<file path="src/rtl/pattern_scan_accum_if.sv">
// Handshake and table-load bundle for pattern_scan_accum.
//   master : drives START, I, MODE and the table write port
//            (TBL_WE/TBL_ADDR/TBL_PAT/TBL_MASK/TBL_VAL); observes O, BUSY,
//            DONE, HIT_CNT.
//   slave  : the scanner itself, mirror directions.
// Handshake: START is a level request. The slave raises BUSY while a scan is
// in flight, pulses DONE for exactly one cycle when O/HIT_CNT take their new
// value, and waits for START to drop before another scan can begin.
interface pattern_scan_accum_if #(
  parameter int DATA_W = 8,
  parameter int OUT_W  = 4,
  parameter int DEPTH  = 8
);
  localparam int AW = (DEPTH > 1) ? $clog2(DEPTH) : 1;

  logic              START;
  logic [DATA_W-1:0] I;
  logic              MODE;
  logic              TBL_WE;
  logic [AW-1:0]     TBL_ADDR;
  logic [DATA_W-1:0] TBL_PAT;
  logic [DATA_W-1:0] TBL_MASK;
  logic [OUT_W-1:0]  TBL_VAL;
  logic [OUT_W-1:0]  O;
  logic              BUSY;
  logic              DONE;
  logic [AW:0]       HIT_CNT;

  modport master (
    output START, I, MODE, TBL_WE, TBL_ADDR, TBL_PAT, TBL_MASK, TBL_VAL,
    input  O, BUSY, DONE, HIT_CNT
  );

  modport slave (
    input  START, I, MODE, TBL_WE, TBL_ADDR, TBL_PAT, TBL_MASK, TBL_VAL,
    output O, BUSY, DONE, HIT_CNT
  );
endinterface

</file>
<file path="src/rtl/pattern_scan_accum.sv">
// Pattern scanner / accumulator.
// Captures input word I, walks a DEPTH-entry {PAT, MASK, VAL} table one entry
// per cycle through the MAR address counter and builds a result word from
// the entries whose masked pattern matches. MODE=0 ORs all hit values,
// MODE=1 stops at the first hit.
// Ports:
//   CLOCK     : single clock, rising edge
//   RESET_N   : synchronous active-low reset (clears table too)
//   bus       : pattern_scan_accum_if.slave (START/I/MODE, table write port,
//               O/BUSY/DONE/HIT_CNT)
//   dbg_state : current FSM state (0 IDLE, 1 INIT, 2 LOOP, 3 END)
module pattern_scan_accum #(
  parameter int DATA_W = 8,
  parameter int OUT_W  = 4,
  parameter int DEPTH  = 8
) (
  input  logic                 CLOCK,
  input  logic                 RESET_N,
  pattern_scan_accum_if.slave  bus,
  output logic [1:0]           dbg_state
);
  localparam int AW = (DEPTH > 1) ? $clog2(DEPTH) : 1;
  localparam logic [AW-1:0] LAST = AW'(DEPTH - 1);

  typedef enum logic [1:0] {
    S_IDLE = 2'd0,
    S_INIT = 2'd1,
    S_LOOP = 2'd2,
    S_END  = 2'd3
  } state_t;

  state_t            state_q, state_d;
  logic [AW-1:0]     mar_q, mar_d;
  logic [DATA_W-1:0] in_q, in_d;
  logic              mode_q, mode_d;
  logic [OUT_W-1:0]  out_q, out_d;
  logic [AW:0]       cnt_q, cnt_d;
  logic [OUT_W-1:0]  o_q, o_d;
  logic [AW:0]       hit_cnt_q, hit_cnt_d;
  logic              done_q, done_d;

  logic [DATA_W-1:0] pat_q  [DEPTH];
  logic [DATA_W-1:0] pat_d  [DEPTH];
  logic [DATA_W-1:0] mask_q [DEPTH];
  logic [DATA_W-1:0] mask_d [DEPTH];
  logic [OUT_W-1:0]  val_q  [DEPTH];
  logic [OUT_W-1:0]  val_d  [DEPTH];

  logic              busy;
  logic              hit;
  logic              addr_ok;
  logic [OUT_W-1:0]  out_nx;
  logic [AW:0]       cnt_nx;

  assign busy    = (state_q == S_INIT) || (state_q == S_LOOP);
  // Zero-extend so the range test stays meaningful when DEPTH is not 2**AW.
  assign addr_ok = ({1'b0, bus.TBL_ADDR} < (AW+1)'(DEPTH));
  assign hit     = (((in_q ^ pat_q[mar_q]) & mask_q[mar_q]) == '0);

  always_comb begin
    state_d   = state_q;
    mar_d     = mar_q;
    in_d      = in_q;
    mode_d    = mode_q;
    out_d     = out_q;
    cnt_d     = cnt_q;
    o_d       = o_q;
    hit_cnt_d = hit_cnt_q;
    done_d    = 1'b0;
    pat_d     = pat_q;
    mask_d    = mask_q;
    val_d     = val_q;
    out_nx    = out_q;
    cnt_nx    = cnt_q;

    // Table is frozen during a scan; an IDLE write lands before INIT reads it.
    if (bus.TBL_WE && !busy && addr_ok) begin
      pat_d[bus.TBL_ADDR]  = bus.TBL_PAT;
      mask_d[bus.TBL_ADDR] = bus.TBL_MASK;
      val_d[bus.TBL_ADDR]  = bus.TBL_VAL;
    end

    case (state_q)
      S_IDLE: begin
        if (bus.START) state_d = S_INIT;
      end
      S_INIT: begin
        in_d    = bus.I;
        mode_d  = bus.MODE;
        out_d   = '0;
        cnt_d   = '0;
        mar_d   = '0;
        state_d = S_LOOP;
      end
      S_LOOP: begin
        if (hit) begin
          cnt_nx = cnt_q + (AW+1)'(1);
          out_nx = mode_q ? val_q[mar_q] : (out_q | val_q[mar_q]);
        end
        out_d = out_nx;
        cnt_d = cnt_nx;
        // The published result must include this cycle's hit, so O and
        // HIT_CNT take the next-values rather than the registered ones.
        if ((mode_q && hit) || (mar_q == LAST)) begin
          state_d   = S_END;
          o_d       = out_nx;
          hit_cnt_d = cnt_nx;
          done_d    = 1'b1;
        end else begin
          mar_d = mar_q + AW'(1);
        end
      end
      S_END: begin
        if (!bus.START) state_d = S_IDLE;
      end
      default: state_d = S_IDLE;
    endcase
  end

  always_ff @(posedge CLOCK) begin
    if (!RESET_N) begin
      state_q   <= S_IDLE;
      mar_q     <= '0;
      in_q      <= '0;
      mode_q    <= 1'b0;
      out_q     <= '0;
      cnt_q     <= '0;
      o_q       <= '0;
      hit_cnt_q <= '0;
      done_q    <= 1'b0;
      pat_q     <= '{default: '0};
      mask_q    <= '{default: '0};
      val_q     <= '{default: '0};
    end else begin
      state_q   <= state_d;
      mar_q     <= mar_d;
      in_q      <= in_d;
      mode_q    <= mode_d;
      out_q     <= out_d;
      cnt_q     <= cnt_d;
      o_q       <= o_d;
      hit_cnt_q <= hit_cnt_d;
      done_q    <= done_d;
      pat_q     <= pat_d;
      mask_q    <= mask_d;
      val_q     <= val_d;
    end
  end

  assign bus.O       = o_q;
  assign bus.BUSY    = busy;
  assign bus.DONE    = done_q;
  assign bus.HIT_CNT = hit_cnt_q;
  assign dbg_state   = state_q;
endmodule

</file>
<file path="src/flat_wrapper.sv">
// flat-port wrapper written by rule: the top's interface ports become plain ports
module pattern_scan_accum_flat 
#(
  parameter int DATA_W = 8,
  parameter int OUT_W  = 4,
  parameter int DEPTH  = 8
)
  (CLOCK, RESET_N, dbg_state, bus_START, bus_I, bus_MODE, bus_TBL_WE, bus_TBL_ADDR, bus_TBL_PAT, bus_TBL_MASK, bus_TBL_VAL, bus_O, bus_BUSY, bus_DONE, bus_HIT_CNT);
  pattern_scan_accum_if #(.DATA_W(DATA_W), .OUT_W(OUT_W), .DEPTH(DEPTH)) bus_i ();
  input  logic CLOCK;
  input  logic RESET_N;
  output logic [1:0] dbg_state;
  input wire logic [$bits(bus_i.START)-1:0] bus_START;
  input wire logic [$bits(bus_i.I)-1:0] bus_I;
  input wire logic [$bits(bus_i.MODE)-1:0] bus_MODE;
  input wire logic [$bits(bus_i.TBL_WE)-1:0] bus_TBL_WE;
  input wire logic [$bits(bus_i.TBL_ADDR)-1:0] bus_TBL_ADDR;
  input wire logic [$bits(bus_i.TBL_PAT)-1:0] bus_TBL_PAT;
  input wire logic [$bits(bus_i.TBL_MASK)-1:0] bus_TBL_MASK;
  input wire logic [$bits(bus_i.TBL_VAL)-1:0] bus_TBL_VAL;
  output wire logic [$bits(bus_i.O)-1:0] bus_O;
  output wire logic [$bits(bus_i.BUSY)-1:0] bus_BUSY;
  output wire logic [$bits(bus_i.DONE)-1:0] bus_DONE;
  output wire logic [$bits(bus_i.HIT_CNT)-1:0] bus_HIT_CNT;
  assign bus_i.START = bus_START;
  assign bus_i.I = bus_I;
  assign bus_i.MODE = bus_MODE;
  assign bus_i.TBL_WE = bus_TBL_WE;
  assign bus_i.TBL_ADDR = bus_TBL_ADDR;
  assign bus_i.TBL_PAT = bus_TBL_PAT;
  assign bus_i.TBL_MASK = bus_TBL_MASK;
  assign bus_i.TBL_VAL = bus_TBL_VAL;
  assign bus_O = bus_i.O;
  assign bus_BUSY = bus_i.BUSY;
  assign bus_DONE = bus_i.DONE;
  assign bus_HIT_CNT = bus_i.HIT_CNT;
  pattern_scan_accum #(.DATA_W(DATA_W), .OUT_W(OUT_W), .DEPTH(DEPTH)) u_core (.CLOCK(CLOCK), .RESET_N(RESET_N), .bus(bus_i), .dbg_state(dbg_state));
endmodule
</file>
<file path="config.mk">
export PLATFORM = sky130hd
export DESIGN_NAME = pattern_scan_accum_flat
export DESIGN_NICKNAME = d
export VERILOG_FILES = /design/src/rtl/pattern_scan_accum_if.sv /design/src/rtl/pattern_scan_accum.sv /design/src/flat_wrapper.sv
export SDC_FILE = /design/constraint.sdc
export NUM_CORES = 1
export LEC_CHECK = 0
export BUFFER_PORTS_ARGS = -buffer_cell sky130_fd_sc_hd__buf_2
export CORE_ASPECT_RATIO = 1.1
export CORE_UTILIZATION = 50
export CTS_CLUSTER_DIAMETER = 150
export CTS_CLUSTER_SIZE = 25
export DETAILED_ROUTE_END_ITERATION = 8
export PLACE_DENSITY = 0.67
export SYNTH_ARGS = -nofsm -noshare
export SYNTH_HDL_FRONTEND = slang
export SYNTH_SLANG_ARGS = --single-unit
</file>
<file path="constraint.sdc">
create_clock -name CLOCK -period 3.7 [get_ports CLOCK]
set_clock_uncertainty 0.2 [all_clocks]
set_input_delay 0.74 -clock CLOCK [delete_from_list [all_inputs] [get_ports CLOCK]]
set_output_delay 0.74 -clock CLOCK [all_outputs]
set_load 0.02 [all_outputs]
</file>
==> results.py, run 1 <==
metrics = {
    "sta": {
        "finalSetupViolCount": 0,
        "relSlewSlack_pct": 32.9,
        "hold_viol": 0,
        "max_freq_mhz": 324,
        "tightestPinTransition_ps": 1010,
        "setup_repair_after_global_routing_missed_its_margin": "no",
        "final.setup.tns_ps": 0,
        "final_max_slew_viol_count": 0,
        "period_share_pct": 83.5,
        "finalWorstPathRequiredPeriod_ps": 3090,
    },
    "detailed_routing": {
        "routed_via_density": 5.67,
        "drt_pre_antenna_iters": 5,
        "drc_errors": 0,
        "initialDrtViolationCount": 632,
        "drt-wirelength-per-cell_um": 18.7,
        "route.antenna.remaining_nets": 0,
        "detail_route.wirelength_um": 24700,
        "route.vias.total": 7476,
    },
    "synthesis": {
        "yosys.area_share.adder_pct": 1.01,
        "xor_and_xnor_fraction_of_the_mapped_netlist_area_pct": 4.53,
        "count_of_warnings_emitted_by_yosys": 0,
        "synth-simple-area-share_pct": 21.4,
        "yosys.area.top_type": "dfxtp_1",
        "synthMuxAreaShare_pct": 6.49,
        "synth_area_leaders": "dfxtp_1, nand2_1, a21oi_1",
        "synth.avg_cell_area_um2": 8.02,
        "synthesis.area_um2": 8700,
        "yosys.area.top_type_share_pct": 44.0,
        "postSynthRegisterBits": 191,
        "synthesis.instances": 1085,
        "largest_family_of_logic_cells_by_synthesized_area": "simple AND/OR/NAND/NOR gates",
        "synth_edf_count": 0,
        "synthesized_netlist_net_count": 1128,
        "asyncSetResetFlopFracSynth_pct": 0,
        "synth-compound-area-share_pct": 16.5,
        "synth_sequential_area_ratio_pct": 44.0,
        "postSynth.topFlopCell": "dfxtp_1",
        "netlist-cell-type-count": 66,
    },
    "global_route": {
        "antenna_violations_before_repair": 1,
        "global_route_wire_length_before_repair_um": 38900,
        "largest_net_degree_at_the_start_of_global_routing": 72,
        "gr-total-overflow": 0,
        "grt_util_all_layers_pct": 28.5,
        "first_global_vias": 6907,
    },
    "cts": {
        "cts_root_cell": "clkbuf_16",
        "cts_made_buffers": 17,
        "cts_resized": 0,
        "max-clock-path-buffers": 2,
        "depth_of_the_cts_h_tree": 4,
        "clk_pin_slew_worst_paths_ps": 70,
        "clock_tree_from_tritoncts": "built",
        "post-cts-setup-buffer-count": 0,
        "cts_num_sinks": 191,
        "clock_insertion_delay_at_the_later_pin_of_the_skew_report_ps": 440,
        "cts-hold-fix-buffers": 0,
    },
    "pwr": {
        "p_leak_uw": 0.00334,
        "internal_power_uw": 3470,
        "power_per_cell_area_nw_per_um2": 525,
        "p_total_uw": 5010,
        "power.share.clock_pct": 34.5,
        "seq_power_share_pct": 45.7,
        "power_switching_uw": 1540,
        "power.combinational.fraction_pct": 19.9,
        "worst_voltage_drop_across_the_vdd_grid_mv": 0.345,
        "switching_share_pct": 30.8,
    },
    "placed_design": {
        "gp_congestion": 0.836,
        "placement.io_buffers": 47,
        "place.detailed.hpwl_um": 16100,
    },
    "layout": {
        "syn2layout_area_growth_pct": 9.69,
        "antenna_cells": 0,
        "drive_gt1_share_pct": 12.0,
        "final_net_count": 1117,
    },
    "critical_path": {
        "critPathArrivalTime_ps": 3180,
        "worstSetupEndpointType": "flip-flop",
        "worst-path-max-fanout": 22,
        "critical_path_required_ps": 3790,
        "timing_worst_setup_path_type": "reg2reg",
        "setup.worst_path.start_class": "flip-flop",
    },
    "status": {
        "status": "complete, no violations",
    },
    "floorplan": {
        "dieWidth_um": 128,
        "floorplan.core_area_um2": 17000,
        "std_cell_rows": 50,
        "top_level_ports": 48,
        "die-area_um2": 17900,
        "start_util_pct": 51.1,
        "chipHeight_um": 140,
    },
    "worst_hold_path": {
        "min_path_type": "reg2reg",
    },
    "run": {
        "drv.max_cap_violation_count": 0,
    },
}
==> stage by stage <==
stage	instance area, µm²	std cells	hold WS [ps]	setup slack, ps	util (%)
detailed placement	9010	1289	246	660	52.9
global route	9540	1319	271	381	56.1
finish	9540	1319	254	609	56.1
floorplan	8700	1085	231	1100	-
CTS	9540	1319	255	630	56.1
global placement	9010	1289	239	744	52.9
==> synthesized netlist by cell type, types with 9 or more instances <==
master    number
nor2_1        16
nor2b_1       11
nand2b_1      10
dfxtp_1      191
a21oi_1      170
buf_2         13
xor2_1        39
mux4_2         9
inv_1         15
nand3_1       14
mux2i_1       26
nand2_1      345
clkbuf_2      20
clkbuf_1      61
==> critical path, cell delays in order, from the launching register on <==
cell,delay (ps)
dfxtp_2,410
buf_4,290
inv_2,150
a221oi_1,260
o2111ai_1,200
a2111oi_2,490
a32oi_1,100
buf_4,230
a21oi_2,440
a311oi_1,170
==> worst paths after layout <==
kind	endpoint	startpoint	slack (ps)	depth (start not counted)
worst max-delay path	u_core.bus.O[3]$_SDFFE_PN0P_	u_core.mar_q[1]$_SDFFE_PN0P_	610	9
worst min-delay path	u_core.val_q[3]$_SDFFE_PN0P_	u_core.val_q[3]$_SDFFE_PN0P_	250	2
worst max register to register	u_core.bus.O[3]$_SDFFE_PN0P_	u_core.mar_q[1]$_SDFFE_PN0P_	610	9
worst min register to register	u_core.val_q[3]$_SDFFE_PN0P_	u_core.val_q[3]$_SDFFE_PN0P_	250	2
==> area by class of cell <==
cell class	instances	area (µm²)
Clock buffer	24	472
Clock inverter	6	61.3
Fill cell	1647	7470
Inverter	18	72.6
Multi-Input combinational cell	774	4380
Sequential cell	191	3820
Tap cell	234	293
Timing Repair Buffer	72	435
==> metal layers <==
layer / up-vias / global-route usage [%] / share of wire [%]
met4: 2 / 10.7 / 2.6
met3: 47 / 4.77 / 5.9
met2: 241 / 45.9 / 48
met1: 3558 / 38.3 / 43
met5: - / 0 / 0.053
li1: 3628 / - / -
==> cell usage in the layout, fill, tap and decap left out, types with 4 or more instances in the layout <==
master and count:
nor2_1 16, o211a_1 7, nand2_1 345, nand4_1 7
a32oi_1 8, nand2b_1 10, mux4_2 9, nor2b_1 11
inv_1 15, a311oi_1 6, a31oi_1 8, xnor2_1 6
buf_4 24, xor2_1 39, or3_1 4, clkbuf_1 5
clkbuf_16 17, mux2i_1 26, buf_2 47, mux2_2 8
o21ai_0 4, a21oi_1 170, nand3_1 14, o211ai_1 6
dfxtp_1 190, ha_1 7, or3b_1 5
==> state kept, by name, summed over array words and instances (netlist names) <==
name                flops
u_core.mask_q          64
u_core.dbg_state        2
u_core.out_q            4
u_core.bus.DONE         1
u_core.in_q             8
u_core.bus.O            4
u_core.mode_q           1
u_core.cnt_q            4
u_core.val_q           32
u_core.mar_q            3
u_core.pat_q           64
u_core.bus.HIT_CNT      4
==> kinds of logic (layout without fill, tap and decap cells) <==
kind of cell	after synthesis	count (layout)
DFF	191	191
buffers and inverters	120	120
and+or+nand+nor	438	438
adders and majority gates	7	7
xor gates and xnor gates	45	45
AOI/OAI and AO/OA	240	240
muxes	44	44
==> power by group through the flow <==
stage	Clock [µW]	Combinational [µW]	Sequential, µW
after global placement	0	983	2330
after floorplan	0	742	2270
after CTS	1740	992	2290
final	1730	996	2290
after detailed placement	0	990	2330
after global routing	1820	1090	2300
Note: power is estimated with default switching activity, not from simulation.
==> inputs of run 2 (changes only) <==
==> constraint.sdc (replaced) <==
create_clock -name CLOCK -period 3 [get_ports CLOCK]
set_clock_uncertainty 0.2 [all_clocks]
set_input_delay 0.6 -clock CLOCK [delete_from_list [all_inputs] [get_ports CLOCK]]
set_output_delay 0.6 -clock CLOCK [all_outputs]
set_load 0.02 [all_outputs]
==> results.py, run 2 (same netlist as run 1, synthesis figures left out) <==
metrics = {
    "layout": {
        "mostFrequentLayoutCells": "nand2_1, dfxtp_1, a21oi_1",
        "antenna_cells": 0,
        "layout_commonest_cell": "nand2_1",
        "final_area_um2": 9860,
        "reg_top3": "u_core.mask_q (64), u_core.pat_q (64), u_core.val_q (32)",
        "drive_gt1_share_pct": 14.4,
        "final_net_count": 1130,
        "syn2layout_area_growth_pct": 13.3,
        "final_cell_count_no_fill": 1334,
    },
    "worst_hold_path": {
        "min_path_type": "in2reg",
    },
    "sta": {
        "final_max_slew_viol_count": 0,
        "hold_viol": 0,
        "tightestPinTransition_ps": 533,
        "finalSetupViolCount": 0,
        "max_freq_mhz": 345,
        "relSlewSlack_pct": 64.4,
        "period_share_pct": 96.7,
        "fin_worst_hold_slack_ps": 193,
        "finalWorstPathRequiredPeriod_ps": 2900,
    },
    "critical_path": {
        "crit_path_max_incr_delay_ps": 480,
        "critical_path_required_ps": 3170,
        "setup.worst_path.start_class": "flip-flop",
        "largest_delay_contributor_family_on_the_critical_path": "compound AO/OA/AOI/OAI gates",
        "worst-path-max-fanout": 21,
        "worstSetupEndpointType": "flip-flop",
        "timing_worst_setup_path_type": "reg2reg",
        "critPathArrivalTime_ps": 3070,
        "crit_path_top_delay_cell": "or4_1",
        "path_buf_inv": 3,
        "sequence_of_cells_on_the_critical_path": "buf_12 > inv_2 > a221oi_1 > o211ai_1 > a2111oi_4 > a22oi_1 > buf_4 > or4_1 > a31oi_1",
    },
    "floorplan": {
        "dieWidth_um": 128,
        "start_util_pct": 51.1,
        "floorplan.core_area_um2": 17000,
        "std_cell_rows": 50,
        "top_level_ports": 48,
        "chipHeight_um": 140,
        "die-area_um2": 17900,
    },
    "pwr": {
        "power_switching_uw": 1990,
        "power.combinational.fraction_pct": 20.2,
        "power.share.clock_pct": 37.0,
        "seq_power_share_pct": 42.8,
        "worst_voltage_drop_across_the_vdd_grid_mv": 0.432,
        "p_total_uw": 6570,
        "power_per_cell_area_nw_per_um2": 667,
        "switching_share_pct": 30.3,
        "p_leak_uw": 0.00348,
        "internal_power_uw": 4580,
    },
    "detailed_routing": {
        "drt_pre_antenna_iters": 5,
        "route.antenna.remaining_nets": 0,
        "routed_via_density": 5.62,
        "drt-wirelength-per-cell_um": 18.3,
        "drc_errors": 0,
        "detail_route.wirelength_um": 24400,
        "initialDrtViolationCount": 618,
        "route.vias.total": 7501,
    },
    "global_route": {
        "global_route_wire_length_before_repair_um": 38500,
        "gr-total-overflow": 0,
        "antenna_violations_before_repair": 0,
        "grt_util_all_layers_pct": 28.1,
        "first_global_vias": 7057,
        "largest_net_degree_at_the_start_of_global_routing": 76,
    },
    "run": {
        "drv.max_cap_violation_count": 0,
    },
    "cts": {
        "clk_pin_slew_worst_paths_ps": 70,
        "cts_root_cell": "clkbuf_16",
        "max-clock-path-buffers": 2,
        "clock_tree_from_tritoncts": "built",
        "clock_insertion_delay_at_the_later_pin_of_the_skew_report_ps": 440,
        "cts_num_sinks": 191,
        "cts-hold-fix-buffers": 0,
        "cts_made_buffers": 17,
        "depth_of_the_cts_h_tree": 4,
    },
    "placed_design": {
        "placement.io_buffers": 47,
        "detailed_place.area_um2": 9150,
        "place.detailed.hpwl_um": 15600,
        "placedCellCount": 1301,
        "gp_congestion": 0.831,
    },
    "status": {
        "status": "complete, no violations",
    },
}
-- run 2: cell types whose count changed in the layout (fill, tap and decap cells not counted), moves of 2 or more --
cell,delta
dfxtp_2,+2
buf_12,+4
bufinv_16,+3
clkbuf_1,-4
buf_4,+7
dfxtp_1,-3
clkinvlp_4,+3
inv_6,+2
-- run 2: cell type report --
type	instances	area [µm²]
Sequential cell	191	3830
Inverter	18	72.6
Multi-Input combinational cell	774	4430
Clock inverter	13	186
Clock buffer	19	443
Fill cell	1589	7160
Tap cell	234	293
Timing Repair Buffer	85	604
-- run 2: worst reg2reg max path, stage by stage, from the launching register on --
cell and delay (ps):
dfxtp_4 430, buf_12 200, inv_2 140, a221oi_1 230, o211ai_1 210, a2111oi_4 440, a22oi_1 140, buf_4 220
or4_1 480, a31oi_1 150
-- run 2: timing repair --
item,CTS,global route
setup buffers,0,0
setup endpoints to repair,0,13
gates resized for setup,0,13
-- run 2: through the flow --
step | util, % | TNS, ps | worst slack, ps
final | 57.9 | 0 | 98.6
after global routing | 57.9 | -16.8 | -16.8
after CTS | 57.5 | 0 | 40.5
after detailed placement | 53.8 | 0 | 60.2
after global placement | 53.8 | 0 | 95.6
after floorplan | - | 0 | 403
-- run 2: final timing paths --
kind / from / endpoint / slack (ps) / cells past startpoint
max: u_core.mar_q[1]$_SDFFE_PN0P_ / u_core.cnt_q[2]$_SDFFE_PN0P_ / 100 / 9
max reg2reg: u_core.mar_q[1]$_SDFFE_PN0P_ / u_core.cnt_q[2]$_SDFFE_PN0P_ / 100 / 9
min: bus_I[7] / u_core.in_q[7]$_SDFFE_PN0P_ / 190 / 3
min reg2reg: u_core.mask_q[25]$_SDFFE_PN0P_ / u_core.mask_q[25]$_SDFFE_PN0P_ / 250 / 2
-- run 2: power groups by stage --
stage,sequential (µW),combinational [µW],clock [µW]
after floorplan,2800,915,0
after global placement,2860,1280,0
after detailed placement,2870,1290,0
after CTS,2810,1290,2440
after global routing,2830,1440,2560
final,2810,1330,2430
-- run 2: layer usage --
layer / GRT usage [%] / part of all wire, % / up-vias / wire (µm)
li1: - / - / 3654 / -
met1: 37.9 / 44 / 3543 / 10700
met2: 45.0 / 47 / 254 / 11400
met3: 5.08 / 6.5 / 50 / 1600
met4: 9.78 / 3.1 / 0 / 753
met5: 0 / 0 / - / 0
==> inputs of run 3 (changes only) <==
--- a/config.mk
+++ b/config.mk
@@ -11,6 +11,7 @@
 export CTS_CLUSTER_DIAMETER = 150
 export CTS_CLUSTER_SIZE = 25
 export DETAILED_ROUTE_END_ITERATION = 8
+export GPL_TIMING_DRIVEN = 0
 export PLACE_DENSITY = 0.67
 export SYNTH_ARGS = -nofsm -noshare
 export SYNTH_HDL_FRONTEND = slang
==> constraint.sdc (replaced) <==
create_clock -name CLOCK -period 3 [get_ports CLOCK]
set_clock_uncertainty 0.2 [all_clocks]
set_input_delay 0.6 -clock CLOCK [delete_from_list [all_inputs] [get_ports CLOCK]]
set_output_delay 0.6 -clock CLOCK [all_outputs]
set_load 0.01 [all_outputs]
==> results.py, run 3 (same netlist as run 1, synthesis figures left out) <==
metrics = {
    "pwr": {
        "worst_voltage_drop_across_the_vdd_grid_mv": 0.473,
        "p_total_uw": 6460,
        "power_per_cell_area_nw_per_um2": 650,
        "p_leak_uw": 0.00346,
    },
    "floorplan": {
        "start_util_pct": 51.1,
        "top_level_ports": 48,
        "floorplan.core_area_um2": 17000,
        "die-area_um2": 17900,
        "std_cell_rows": 50,
        "chipHeight_um": 140,
        "dieWidth_um": 128,
    },
    "cts": {
        "clock_tree_from_tritoncts": "built",
        "depth_of_the_cts_h_tree": 4,
        "cts_root_cell": "clkbuf_16",
        "clock_insertion_delay_at_the_later_pin_of_the_skew_report_ps": 440,
        "clk_pin_slew_worst_paths_ps": 70,
        "cts_made_buffers": 17,
        "max-clock-path-buffers": 2,
        "cts_num_sinks": 191,
    },
    "detailed_routing": {
        "routed_via_density": 5.69,
        "route.vias.total": 7852,
        "detail_route.wirelength_um": 26200,
        "initialDrtViolationCount": 739,
        "drc_errors": 0,
        "route.antenna.remaining_nets": 0,
        "drt-wirelength-per-cell_um": 19.0,
        "drt_pre_antenna_iters": 5,
    },
    "global_route": {
        "global_route_wire_length_before_repair_um": 40000,
        "largest_net_degree_at_the_start_of_global_routing": 17,
        "first_global_vias": 7180,
        "antenna_violations_before_repair": 0,
        "grt_util_all_layers_pct": 29.6,
        "gr-total-overflow": 0,
    },
    "status": {
        "status": "complete, no violations",
    },
    "sta": {
        "finalWorstPathRequiredPeriod_ps": 2980,
        "finalSetupViolCount": 0,
        "final.setup.tns_ps": 0,
        "relSlewSlack_pct": 50.1,
        "final_max_slew_viol_count": 0,
        "hold_viol": 0,
        "max_freq_mhz": 335,
        "period_share_pct": 99.4,
        "tightestPinTransition_ps": 748,
    },
    "critical_path": {
        "worstRegToRegCells": 10,
        "timing_worst_setup_path_type": "reg2reg",
        "setup.worst_path.start_class": "flip-flop",
        "regToRegEndpoint": "u_core.bus.HIT_CNT[1]$_SDFFE_PN0P_",
        "critPathArrivalTime_ps": 3090,
        "worst-path-max-fanout": 10,
        "crit-reg2reg-launch": "u_core.mar_q[1]$_SDFFE_PN0P_",
        "worstSetupEndpointType": "flip-flop",
        "critical_path_required_ps": 3100,
        "reg2reg_slack_ps": 20,
    },
    "layout": {
        "layout_commonest_cell": "nand2_1",
        "antenna_cells": 0,
        "drive_gt1_share_pct": 12.3,
        "reg_top3": "u_core.mask_q (64), u_core.pat_q (64), u_core.val_q (32)",
        "final_area_um2": 9940,
        "mostFrequentLayoutCells": "nand2_1, dfxtp_1, a21oi_1",
        "final_net_count": 1179,
        "fillCellCount": 1612,
        "syn2layout_area_growth_pct": 14.3,
        "postLayoutCoreUtil_pct": 58.4,
    },
    "placed_design": {
        "gp_congestion": 0.906,
        "detailed_place.area_um2": 9130,
        "placement.io_buffers": 27,
        "place.detailed.hpwl_um": 18500,
    },
    "worst_hold_path": {
        "worst_min_delay_path_startpoint": "bus_I[6]",
        "min_path_type": "in2reg",
        "hold_end": "u_core.in_q[6]$_SDFFE_PN0P_",
        "whs_path_depth": 3,
    },
    "run": {
        "drv.max_cap_violation_count": 0,
    },
}
run 3: cell count changes in the layout (fill, tap and decap cells not counted), moves of 3 or more:
cell | before | now
clkbuf_2 | 0 | 20
mux2i_1 | 26 | 22
nor3_1 | 0 | 3
clkbuf_1 | 1 | 62
buf_12 | 5 | 2
dfxtp_1 | 187 | 190
inv_6 | 3 | 0
buf_4 | 31 | 9
mux2i_2 | 0 | 4
nor3_2 | 3 | 0
buf_2 | 47 | 34
buf_6 | 1 | 5
run 3: worst max path at each step:
stage	slack (ps)	from	endpoint	depth (start not counted)
2_1_floorplan	400	u_core.mar_q[1]$_SDFFE_PN0P_	u_core.cnt_q[2]$_SDFFE_PN0P_	10
3_3_place_gp	-230	u_core.mar_q[1]$_SDFFE_PN0P_	u_core.cnt_q[2]$_SDFFE_PN0P_	11
3_5_place_dp	-230	u_core.mar_q[1]$_SDFFE_PN0P_	u_core.cnt_q[2]$_SDFFE_PN0P_	11
4_1_cts	10	u_core.mar_q[1]$_SDFFE_PN0P_	u_core.cnt_q[2]$_SDFFE_PN0P_	10
5_1_grt	-20	u_core.mar_q[1]$_SDFFE_PN0P_	u_core.bus.HIT_CNT[1]$_SDFFE_PN0P_	10
6_report	20	u_core.mar_q[1]$_SDFFE_PN0P_	u_core.bus.HIT_CNT[1]$_SDFFE_PN0P_	10
run 3: repair_timing:
action                                 4_1_cts  5_1_grt
endpoints found under the hold margin        0        0
pin swaps                                    5        7
cloned                                       0        2
hold buffers                                 0        0
setup endpoints to repair                   22       22
setup buffers                                2        2
gates resized for setup                     16       23
run 3: metrics by stage:
stage	hold WS [ps]	std cells	worst slack, ps
2_1_floorplan	231	1085	403
3_3_place_gp	238	1346	-228
3_5_place_dp	245	1346	-229
4_1_cts	196	1378	14.0
5_1_grt	203	1381	-22.4
6_report	197	1381	18.3
run 3: report_power, final:
part           internal, µW  switching (µW)  total (µW)
registers              2670            98.1        2760
clock network          1300             991        2290
logic                   501             904        1400
total                  4470            1990        6460
run 3: worst max-delay path, stage by stage, from the launching register on:
cell and delay (ps):
dfxtp_2 330, buf_6 140, buf_4 150, mux2_2 280, or3b_1 380, a21oi_1 190
and4b_2 290, a22oi_2 270, buf_4 240, mux2i_1 260, a211oi_1 100
run 3: final cells by class:
cell class / count / area, µm² / area share [%]
plain buffers: 101 / 505 / 5.08
clock buffers: 20 / 437 / 4.39
clock inverters: 10 / 141 / 1.42
inverters: 18 / 67.6 / 0.680
multi-input cells: 774 / 4460 / 44.8
flip-flops and latches: 191 / 3820 / 38.5
well taps: 234 / 293 / 2.94
repair buffers: 33 / 215 / 2.16
run 3: layer usage:
metal / vias to the layer above / GRT usage (%) / wire length, µm
met3: 52 / 4.43 / 1800
met5: - / 0 / 0
li1: 3761 / - / -
met1: 3738 / 39.6 / 11300
met4: 0 / 12.9 / 785
met2: 301 / 47.3 / 12300
